## config.mk

```make
export PLATFORM = sky130hd
export DESIGN_NAME = seq_shiftadd_mult
export DESIGN_NICKNAME = d
export VERILOG_FILES = /design/src/rtl/seq_mult_pkg.sv /design/src/rtl/seq_mult_ctrl.sv /design/src/rtl/seq_shiftadd_mult.sv
export SDC_FILE = /design/constraint.sdc
export NUM_CORES = 1
export LEC_CHECK = 0
export ABC_CLOCK_PERIOD_IN_PS = 2800
export CORE_MARGIN = 2
export CORE_UTILIZATION = 45
export DETAILED_ROUTE_END_ITERATION = 6
export PLACE_DENSITY = 0.68
export SYNTH_ARGS = -nofsm -noshare
export SYNTH_HDL_FRONTEND = slang
export SYNTH_SLANG_ARGS = --single-unit
```

## constraint.sdc

```tcl
create_clock -name clk -period 2.8 [get_ports clk]
set_input_delay 0.56 -clock clk [delete_from_list [all_inputs] [get_ports clk]]
set_output_delay 0.56 -clock clk [all_outputs]
set_load 0.05 [all_outputs]
```

## src/rtl/seq_mult_pkg.sv

```systemverilog
// Shared types and constants for the sequential shift-add multiplier.
package seq_mult_pkg;

   localparam int SEQ_MULT_W_DEFAULT = 8;

   typedef enum logic [1:0] {
      IDLE = 2'd0,
      RUN  = 2'd1,
      DONE = 2'd2
   } state_e;

endpackage

```

## src/rtl/seq_mult_ctrl.sv

```systemverilog
// Controller for the shift-add multiplier: FSM, iteration counter, load/step/finish strobes.
// SEQ_MULT_EARLY_EXIT_EN ends RUN once the remaining multiplier bits are all zero.
module seq_mult_ctrl
   import seq_mult_pkg::*;
#(
   parameter int W = SEQ_MULT_W_DEFAULT
) (
   input  logic                   clk,
   input  logic                   reset,
   input  logic                   in_valid_i,
   input  logic                   out_ready_i,
   input  logic                   mplier_zero_i,
   output state_e                 state_o,
   output logic [$clog2(W+1)-1:0] cnt_o,
   output logic                   load_o,
   output logic                   step_o,
   output logic                   finish_o,
   output logic                   in_ready_o,
   output logic                   out_valid_o,
   output logic                   busy_o
);

   localparam int CW = $clog2(W+1);

   state_e          state_q, state_d;
   logic [CW-1:0]   cnt_q, cnt_d;
   logic            last_step;

`ifdef SEQ_MULT_EARLY_EXIT_EN
   // mplier_zero_i looks at the multiplier after this step's shift
   assign last_step = (cnt_q == CW'(W-1)) || mplier_zero_i;
`else
   logic unused_mplier_zero;
   assign unused_mplier_zero = mplier_zero_i;
   assign last_step = (cnt_q == CW'(W-1));
`endif

   always_ff @(posedge clk or posedge reset) begin
      if (reset) begin
         state_q <= IDLE;
         cnt_q   <= '0;
      end else begin
         state_q <= state_d;
         cnt_q   <= cnt_d;
      end
   end

   always_comb begin
      state_d = state_q;
      cnt_d   = cnt_q;
      case (state_q)
         IDLE: begin
            if (in_valid_i) begin
               state_d = RUN;
               cnt_d   = '0;
            end
         end
         RUN: begin
            cnt_d = cnt_q + CW'(1);
            if (last_step) state_d = DONE;
         end
         DONE: begin
            if (out_ready_i) state_d = IDLE;
         end
         default: state_d = IDLE;
      endcase
   end

   always_comb begin
      load_o      = (state_q == IDLE) && in_valid_i;
      step_o      = (state_q == RUN);
      finish_o    = (state_q == RUN) && last_step;
      in_ready_o  = (state_q == IDLE);
      out_valid_o = (state_q == DONE);
      busy_o      = (state_q != IDLE);
   end

   assign state_o = state_q;
   assign cnt_o   = cnt_q;

endmodule

```

## src/rtl/seq_shiftadd_mult.sv

```systemverilog
// Sequential shift-add multiplier, unsigned or two's-complement, one bit per cycle.
// Optional SEQ_MULT_EARLY_EXIT_EN (in seq_mult_ctrl) shortens RUN for small multipliers.
module seq_shiftadd_mult
   import seq_mult_pkg::*;
#(
   parameter int W = SEQ_MULT_W_DEFAULT
) (
   input  logic           clk,
   input  logic           reset,
   input  logic           in_valid,
   output logic           in_ready,
   input  logic [W-1:0]   a_in,
   input  logic [W-1:0]   b_in,
   input  logic           is_signed,
   output logic           out_valid,
   input  logic           out_ready,
   output logic [2*W-1:0] product,
   output logic           busy
);

   localparam int PW = 2 * W;
   localparam int CW = $clog2(W+1);

   state_e          state;
   logic [CW-1:0]   cnt;
   logic            load, step, finish;

   logic [PW-1:0]   mcand_q, mcand_d;
   logic [W-1:0]    mplier_q, mplier_d;
   logic [PW-1:0]   acc_q, acc_d;
   logic            neg_q, neg_d;
   logic [PW-1:0]   product_q, product_d;

   logic [W-1:0]    a_mag, b_mag;
   logic [PW-1:0]   acc_sum;
   logic            mplier_zero;

   seq_mult_ctrl #(.W(W)) u_ctrl (
      .clk           (clk),
      .reset         (reset),
      .in_valid_i    (in_valid),
      .out_ready_i   (out_ready),
      .mplier_zero_i (mplier_zero),
      .state_o       (state),
      .cnt_o         (cnt),
      .load_o        (load),
      .step_o        (step),
      .finish_o      (finish),
      .in_ready_o    (in_ready),
      .out_valid_o   (out_valid),
      .busy_o        (busy)
   );

   // Negating -2^(W-1) wraps back to itself, which read unsigned is exactly 2^(W-1)
   assign a_mag = (is_signed && a_in[W-1]) ? -a_in : a_in;
   assign b_mag = (is_signed && b_in[W-1]) ? -b_in : b_in;

   assign acc_sum     = mplier_q[0] ? (acc_q + mcand_q) : acc_q;
   assign mplier_zero = (mplier_q[W-1:1] == '0);

   always_comb begin
      mcand_d   = mcand_q;
      mplier_d  = mplier_q;
      acc_d     = acc_q;
      neg_d     = neg_q;
      product_d = product_q;
      if (load) begin
         mcand_d  = {{W{1'b0}}, a_mag};
         mplier_d = b_mag;
         acc_d    = '0;
         neg_d    = is_signed & (a_in[W-1] ^ b_in[W-1]);
      end
      if (step) begin
         acc_d    = acc_sum;
         mcand_d  = mcand_q << 1;
         mplier_d = mplier_q >> 1;
      end
      // Negating a zero magnitude gives zero, so no -0 can appear
      if (finish) begin
         product_d = neg_q ? -acc_sum : acc_sum;
      end
   end

   always_ff @(posedge clk or posedge reset) begin
      if (reset) begin
         mcand_q   <= '0;
         mplier_q  <= '0;
         acc_q     <= '0;
         neg_q     <= 1'b0;
         product_q <= '0;
      end else begin
         mcand_q   <= mcand_d;
         mplier_q  <= mplier_d;
         acc_q     <= acc_d;
         neg_q     <= neg_d;
         product_q <= product_d;
      end
   end

   assign product = product_q;

   logic unused_ctrl;
   assign unused_ctrl = ^{state, cnt};

endmodule
```

==> metrics.csv, run 1 <==
metric,value,unit
status,"finished, violations left",
failing checks,negative setup slack,
Final Cycle Share,102,%
synthesis warning total,0,
async set-reset flop share out of synthesis,100,%
Logic pwr share,68.2,%
IO Port Bufs,39,
die area,9940,sq um
Clk pwr share,10.6,%
total gr overflow,0,
final cell count without fillers,669,
die extent in x,99.7,um
Internal Power,0.00418,W
CP Class,register to register,
"Distinct cells, synth",58,
Pre-antenna DRT Iters,5,
GRT Util Overall,22.3,%
DRC Markers,0,
fin nets,597,
crit path launch type,register,
placed instance count,640,
Die Ht,99.7,um
fin. max-slew vios,0,
hold crit path type,register to register,
CP Data Required Time,3020,ps
H-tree levels,3,
Peak Freq,350,MHz
CTS root buf,clkbuf_8,
worst r2r src,acc_q[0],
first-pass GRT wire length,17700,um
synthesized area,4120,sq um
"leading cell type in the layout, fill and taps excluded",dfrtp_1,
switching share of power,46.7,%
skew final,10.2,ps
MaxCap Viol Count,0,
final setup fails,5,
num rows,34,
"Top FF cell, synth",dfrtp_1,
Vias/cell,5.84,
GP Congestion,0.934,
TritonCTS clock tree,yes,
Worst IR Drop VDD,0.000731,V
routed wire length,10800,um
Worst Tran Pin Value,646,ps
Sequential Area,1580,sq um
Hold Fails Final Rpt,0,
overall power,0.00783,W
Cells after Synth,476,
"worst slack, placed",-149,ps
DR WL/cell,16.2,um
CTS Buffer Depth,2,
clk sink count,63,
Cell Pwr Density,1460,nW/um^2
Hold Startpoint,product[2],
initial antenna violation count,0,
Num CTS Buffers,9,
clock transition at the registers of the reported paths,70,ps
Inserted Diodes,0,
CP max FO,3,
area taken by multi-input logic gates,2540,sq um
First DRT Iteration DRCs,285,
Seq pwr share,21.2,%
unrepaired setup endpoints after global routing,yes,
Static Leak,2.34,nW
CP endpoint kind,register,
DP Wirelength,7290,um
Layout Utilization,60.8,%
Initial Util,46.8,%
total negative setup slack,-166,ps
syn nets,517,
minimum clock period,2850,ps
share of cells above drive strength 1,19.3,%
Seq cells post-synth,63,
largest net degree at the start of global routing,64,
net switching power,0.00366,W
crit path DAT,3080,ps
Clock Latency Late Sink,340,ps
Worst slew margin,56.8,%
IO Pins,40,
Crit. Startpoint,acc_q[0],
fill count,766,
via count,3906,
Post-Synthesis Mean Instance Area,8.66,sq um
number of global-route vias before repair,3641,
CORE AREA,8810,sq um
most frequent cells in the layout,"dfrtp_1 (63), nand2_1 (62), o21ai_0 (56), buf_4 (56), clkdlybuf4s50_1 (39)",
Post-synth EDFFs,0,
register area share after synthesis,38.3,%
"antenna viol nets, final",0,
worst setup margin,-54.5,ps
synthesis-to-finish area growth,30.0,%
registers in the layout, indices dropped and copies added (netlist names):
name / count
acc_q: 16
mcand_q: 16
product: 16
mplier_q: 8
u_ctrl.cnt_o: 4
u_ctrl.state_o: 2
neg_q: 1
area by class of cell:
cell class / instances / share of cell area [%]
Tap cell: 108 / 2.52
Timing Repair Buffer: 97 / 15.7
Clock buffer: 11 / 2.83
Inverter: 15 / 1.05
Sequential cell: 63 / 29.4
Multi-Input combinational cell: 370 / 47.4
Clock inverter: 5 / 1.05
cells by family (layout without fill, tap and decap cells):
kind of cell             Yosys count  count (layout)  synth area share (%)
multiplexers                      11              11                  2.70
XOR/XNOR                          30              30                  6.38
buffers and inverters             43             128                  3.98
flip-flops                        63              63                  38.3
AND/OR/NAND/NOR                  150             150                  17.3
AO/OA/AOI/OAI                    159             159                  25.1
adder cells (fa/ha/maj)           20              20                  6.26
final timing paths:
path / end / slack (ps) / cells after the start
max in group asynchronous: acc_q[10] / 1930 / 3
hold / removal: product[2] / 480 / 2
hold reg to reg: product[2] / 480 / 2
min in group asynchronous: mcand_q[1] / 590 / 3
setup reg to reg: product[12] / -50 / 12
setup / recovery: product[12] / -50 / 12
critical path, cell delays in order (launching register included):
cell       delay (ps)
dfrtp_1           400
ha_2              210
fa_2              390
a211oi_4          280
buf_6             150
o2111ai_2          90
o211ai_1          170
a41oi_2           180
buf_4             180
o31ai_4           260
a21boi_2          220
xnor2_1           130
o21ai_1            90
per-stage QoR:
| stage | hold WS [ps] | area, sq um |
|---|---|---|
| floorplan | 458 | 4130 |
| global placement | 461 | 4900 |
| detailed placement | 469 | 4900 |
| CTS | 487 | 5250 |
| global route | 512 | 5360 |
| finish | 478 | 5360 |
what timing repair did:
action                                 4_1_cts  5_1_grt
endpoints found under the hold margin        0        0
hold buffers                                 0        0
setup endpoints to repair                    7       10
pin swaps                                   17       13
gates resized for setup                     14       13
setup buffers                                9        5
synthesized netlist by cell type (5+ instances only):
library cell / n / area share (%)
nand3_1: 27 / 3.3
ha_1: 19 / 5.8
xnor2_1: 21 / 4.5
inv_1: 15 / 1.4
a31oi_1: 7 / 1.1
a21oi_1: 21 / 2.6
nor2_1: 23 / 2.1
mux2i_1: 10 / 2.4
a21o_1: 9 / 1.6
nand2_1: 62 / 5.6
o211ai_1: 6 / 1.1
o21ai_1: 11 / 1.3
clkbuf_1: 23 / 2.1
dfrtp_1: 63 / 38
xor2_1: 9 / 1.9
a22oi_1: 12 / 2.2
o21ai_0: 56 / 6.8
nor3_1: 10 / 1.2
nand2b_1: 5 / 0.76
layer usage:
metal  share of wire [%]  GRT usage [%]  wire [um]  vias to the layer above
met4                 1.2           5.58        134                        0
met2                  48           37.7       5210                      127
met5                   0              0          0                        -
met1                  46           29.7       5000                     1874
li1                    -              -          -                     1889
met3                 4.4           3.94        473                       16
power groups by stage:
| stage | sequential (W) | combinational, W | clock [W] |
|---|---|---|---|
| global placement | 0.00163 | 0.00465 | 0 |
| CTS | 0.00164 | 0.00509 | 0.000846 |
| finish | 0.00166 | 0.00534 | 0.000833 |
| floorplan | 0.00189 | 0.00287 | 0 |
| detailed placement | 0.00165 | 0.00476 | 0 |
| global route | 0.00172 | 0.00581 | 0.000895 |
Note: power is estimated with default switching activity, not from simulation.
==> run 2: changes to the inputs <==
TNS_END_PERCENT = 5   (was unset)
==> metrics.csv, run 2 (synthesized netlist as in run 1, its figures left out) <==
metric,value,unit,change
Sequential Area,1580,sq um,unchanged
r2r worst-path depth,12,,unchanged
via count,3849,,-1.5%
Worst Tran Pin Value,620,ps,-25.8 ps
failing checks,negative setup slack,,
unrepaired setup endpoints after global routing,yes,,
worst setup margin,-85.3,ps,-30.8 ps
IO Port Bufs,39,,unchanged
Clk pwr share,11.0,%,+0.4 points
WHS,477,ps,-1.83 ps
CP endpoint kind,register,,
Worst IR Drop VDD,0.000722,V,-1.2%
number of global-route vias before repair,3620,,-0.58%
"leading cell type in the layout, fill and taps excluded",dfrtp_1,,
DRC Markers,0,,unchanged
overall power,0.00758,W,-3.3%
final cell count without fillers,662,,-1.0%
skew final,4.96,ps,-5.22 ps
MaxCap Viol Count,0,,unchanged
switching share of power,46.9,%,+0.20 points
Clock Latency Late Sink,340,ps,about the same
Static Leak,2.32,nW,-0.99%
"antenna viol nets, final",0,,unchanged
status,"finished, violations left",,
Final Cycle Share,103,%,+1.1 points
IO Pins,40,,unchanged
Die Ht,99.7,um,unchanged
CTS Buffer Depth,2,,unchanged
total gr overflow,0,,unchanged
placed instance count,640,,unchanged
DR WL/cell,15.7,um,-2.9%
fin. max-slew vios,0,,unchanged
final setup fails,5,,unchanged
die area,9940,sq um,unchanged
CTS Hold Bufs,0,,unchanged
CORE AREA,8810,sq um,unchanged
First DRT Iteration DRCs,254,,-11%
Peak Freq,347,MHz,-1.1%
largest net degree at the start of global routing,64,,unchanged
net switching power,0.00355,W,-2.8%
H-tree levels,3,,unchanged
GP Congestion,0.934,,unchanged
Worst slew margin,58.5,%,+1.7 points
area taken by multi-input logic gates,2500,sq um,-1.7%
crit path launch type,register,,
Initial Util,46.8,%,unchanged
Internal Power,0.00402,W,-3.6%
CP Class,register to register,,
minimum clock period,2890,ps,+30.8 ps
TritonCTS clock tree,yes,,
clk sink count,63,,unchanged
Num CTS Buffers,9,,unchanged
CTS root buf,clkbuf_8,,
initial antenna violation count,0,,unchanged
fin nets,590,,-1.2%
"worst slack, placed",-149,ps,unchanged
Cell Pwr Density,1440,nW/um^2,-1.4%
Vias/cell,5.81,,-0.42%
crit path DAT,3150,ps,+70 ps
Worst Hold Depth,2,,unchanged
DP Wirelength,7290,um,unchanged
hold crit path type,register to register,,
Inserted Diodes,0,,unchanged
routed wire length,10400,um,-3.9%
clock transition at the registers of the reported paths,70,ps,about the same
Hold Fails Final Rpt,0,,unchanged
share of cells above drive strength 1,17.7,%,-1.6 points
fill count,782,,+2.1%
CP Data Required Time,3070,ps,+50 ps
num rows,34,,unchanged
Layout Utilization,59.7,%,-1.1 points
die extent in x,99.7,um,unchanged
GRT Util Overall,21.9,%,-0.39 points
Seq pwr share,21.7,%,+0.5 points
Pre-antenna DRT Iters,5,,unchanged
CP max FO,3,,unchanged
first-pass GRT wire length,17400,um,-1.6%
Logic pwr share,67.3,%,-0.9 points
synthesis-to-finish area growth,27.6,%,
most frequent cells in the layout,"dfrtp_1 (63), nand2_1 (62), o21ai_0 (56)",,
run 2: per-stage QoR:
stage	instance area [sq um]	setup TNS [ps]
2_1_floorplan	4130	0
3_3_place_gp	4900	-309
3_5_place_dp	4900	-522
4_1_cts	5190	-142
5_1_grt	5260	-1270
6_report	5260	-283
run 2: path summary, 6_finish.rpt:
kind                       slack [ps]           to        from
max                               -90  product[15]    acc_q[0]
min                               480   product[2]  product[2]
max reg2reg                       -90  product[15]    acc_q[0]
min reg2reg                       480   product[2]  product[2]
max in group asynchronous        1920    acc_q[11]       reset
min in group asynchronous         580   mcand_q[1]       reset
run 2: area by class of cell:
type                    instances  share of cell area (%)
multi-input cells             370                    47.5
flip-flops and latches         63                    30.0
repair buffers                 90                    14.9
clock buffers                  11                    2.88
well taps                     108                    2.57
clock inverters                 5                    1.07
inverters                      15                    1.07
run 2: critical path, cell delays in order (launching register included):
cell	delay, ps
dfrtp_1	390
ha_2	200
fa_2	370
a211oi_4	260
buf_4	160
o2111ai_1	100
o211ai_1	190
a41oi_2	200
or3_4	430
o21ai_4	150
nand3_2	100
xnor2_2	140
o21ai_1	120
run 2: power by group through the flow:
stage          logic, W  registers (W)  clock network, W
2_1_floorplan   0.00287        0.00189                 0
3_3_place_gp    0.00465        0.00163                 0
3_5_place_dp    0.00476        0.00165                 0
4_1_cts         0.00493        0.00164          0.000846
5_1_grt         0.00558        0.00170          0.000890
6_report        0.00510        0.00164          0.000833
run 2: what timing repair did:
| item | in CTS | in global routing |
|---|---|---|
| pin swaps | 12 | 15 |
| endpoints found under the setup margin | 7 | 9 |
| gates resized for setup | 9 | 13 |
| buffers inserted | 5 | 1 |
run 2: routing by layer:
layer  GRT usage [%]  part of all wire, %  vias to the layer above
met5               0                    0                        -
met4            5.58                  1.8                        0
met3            3.94                  5.3                       14
met2            36.3                   47                      120
met1            29.7                   46                     1835
li1                -                    -                     1880
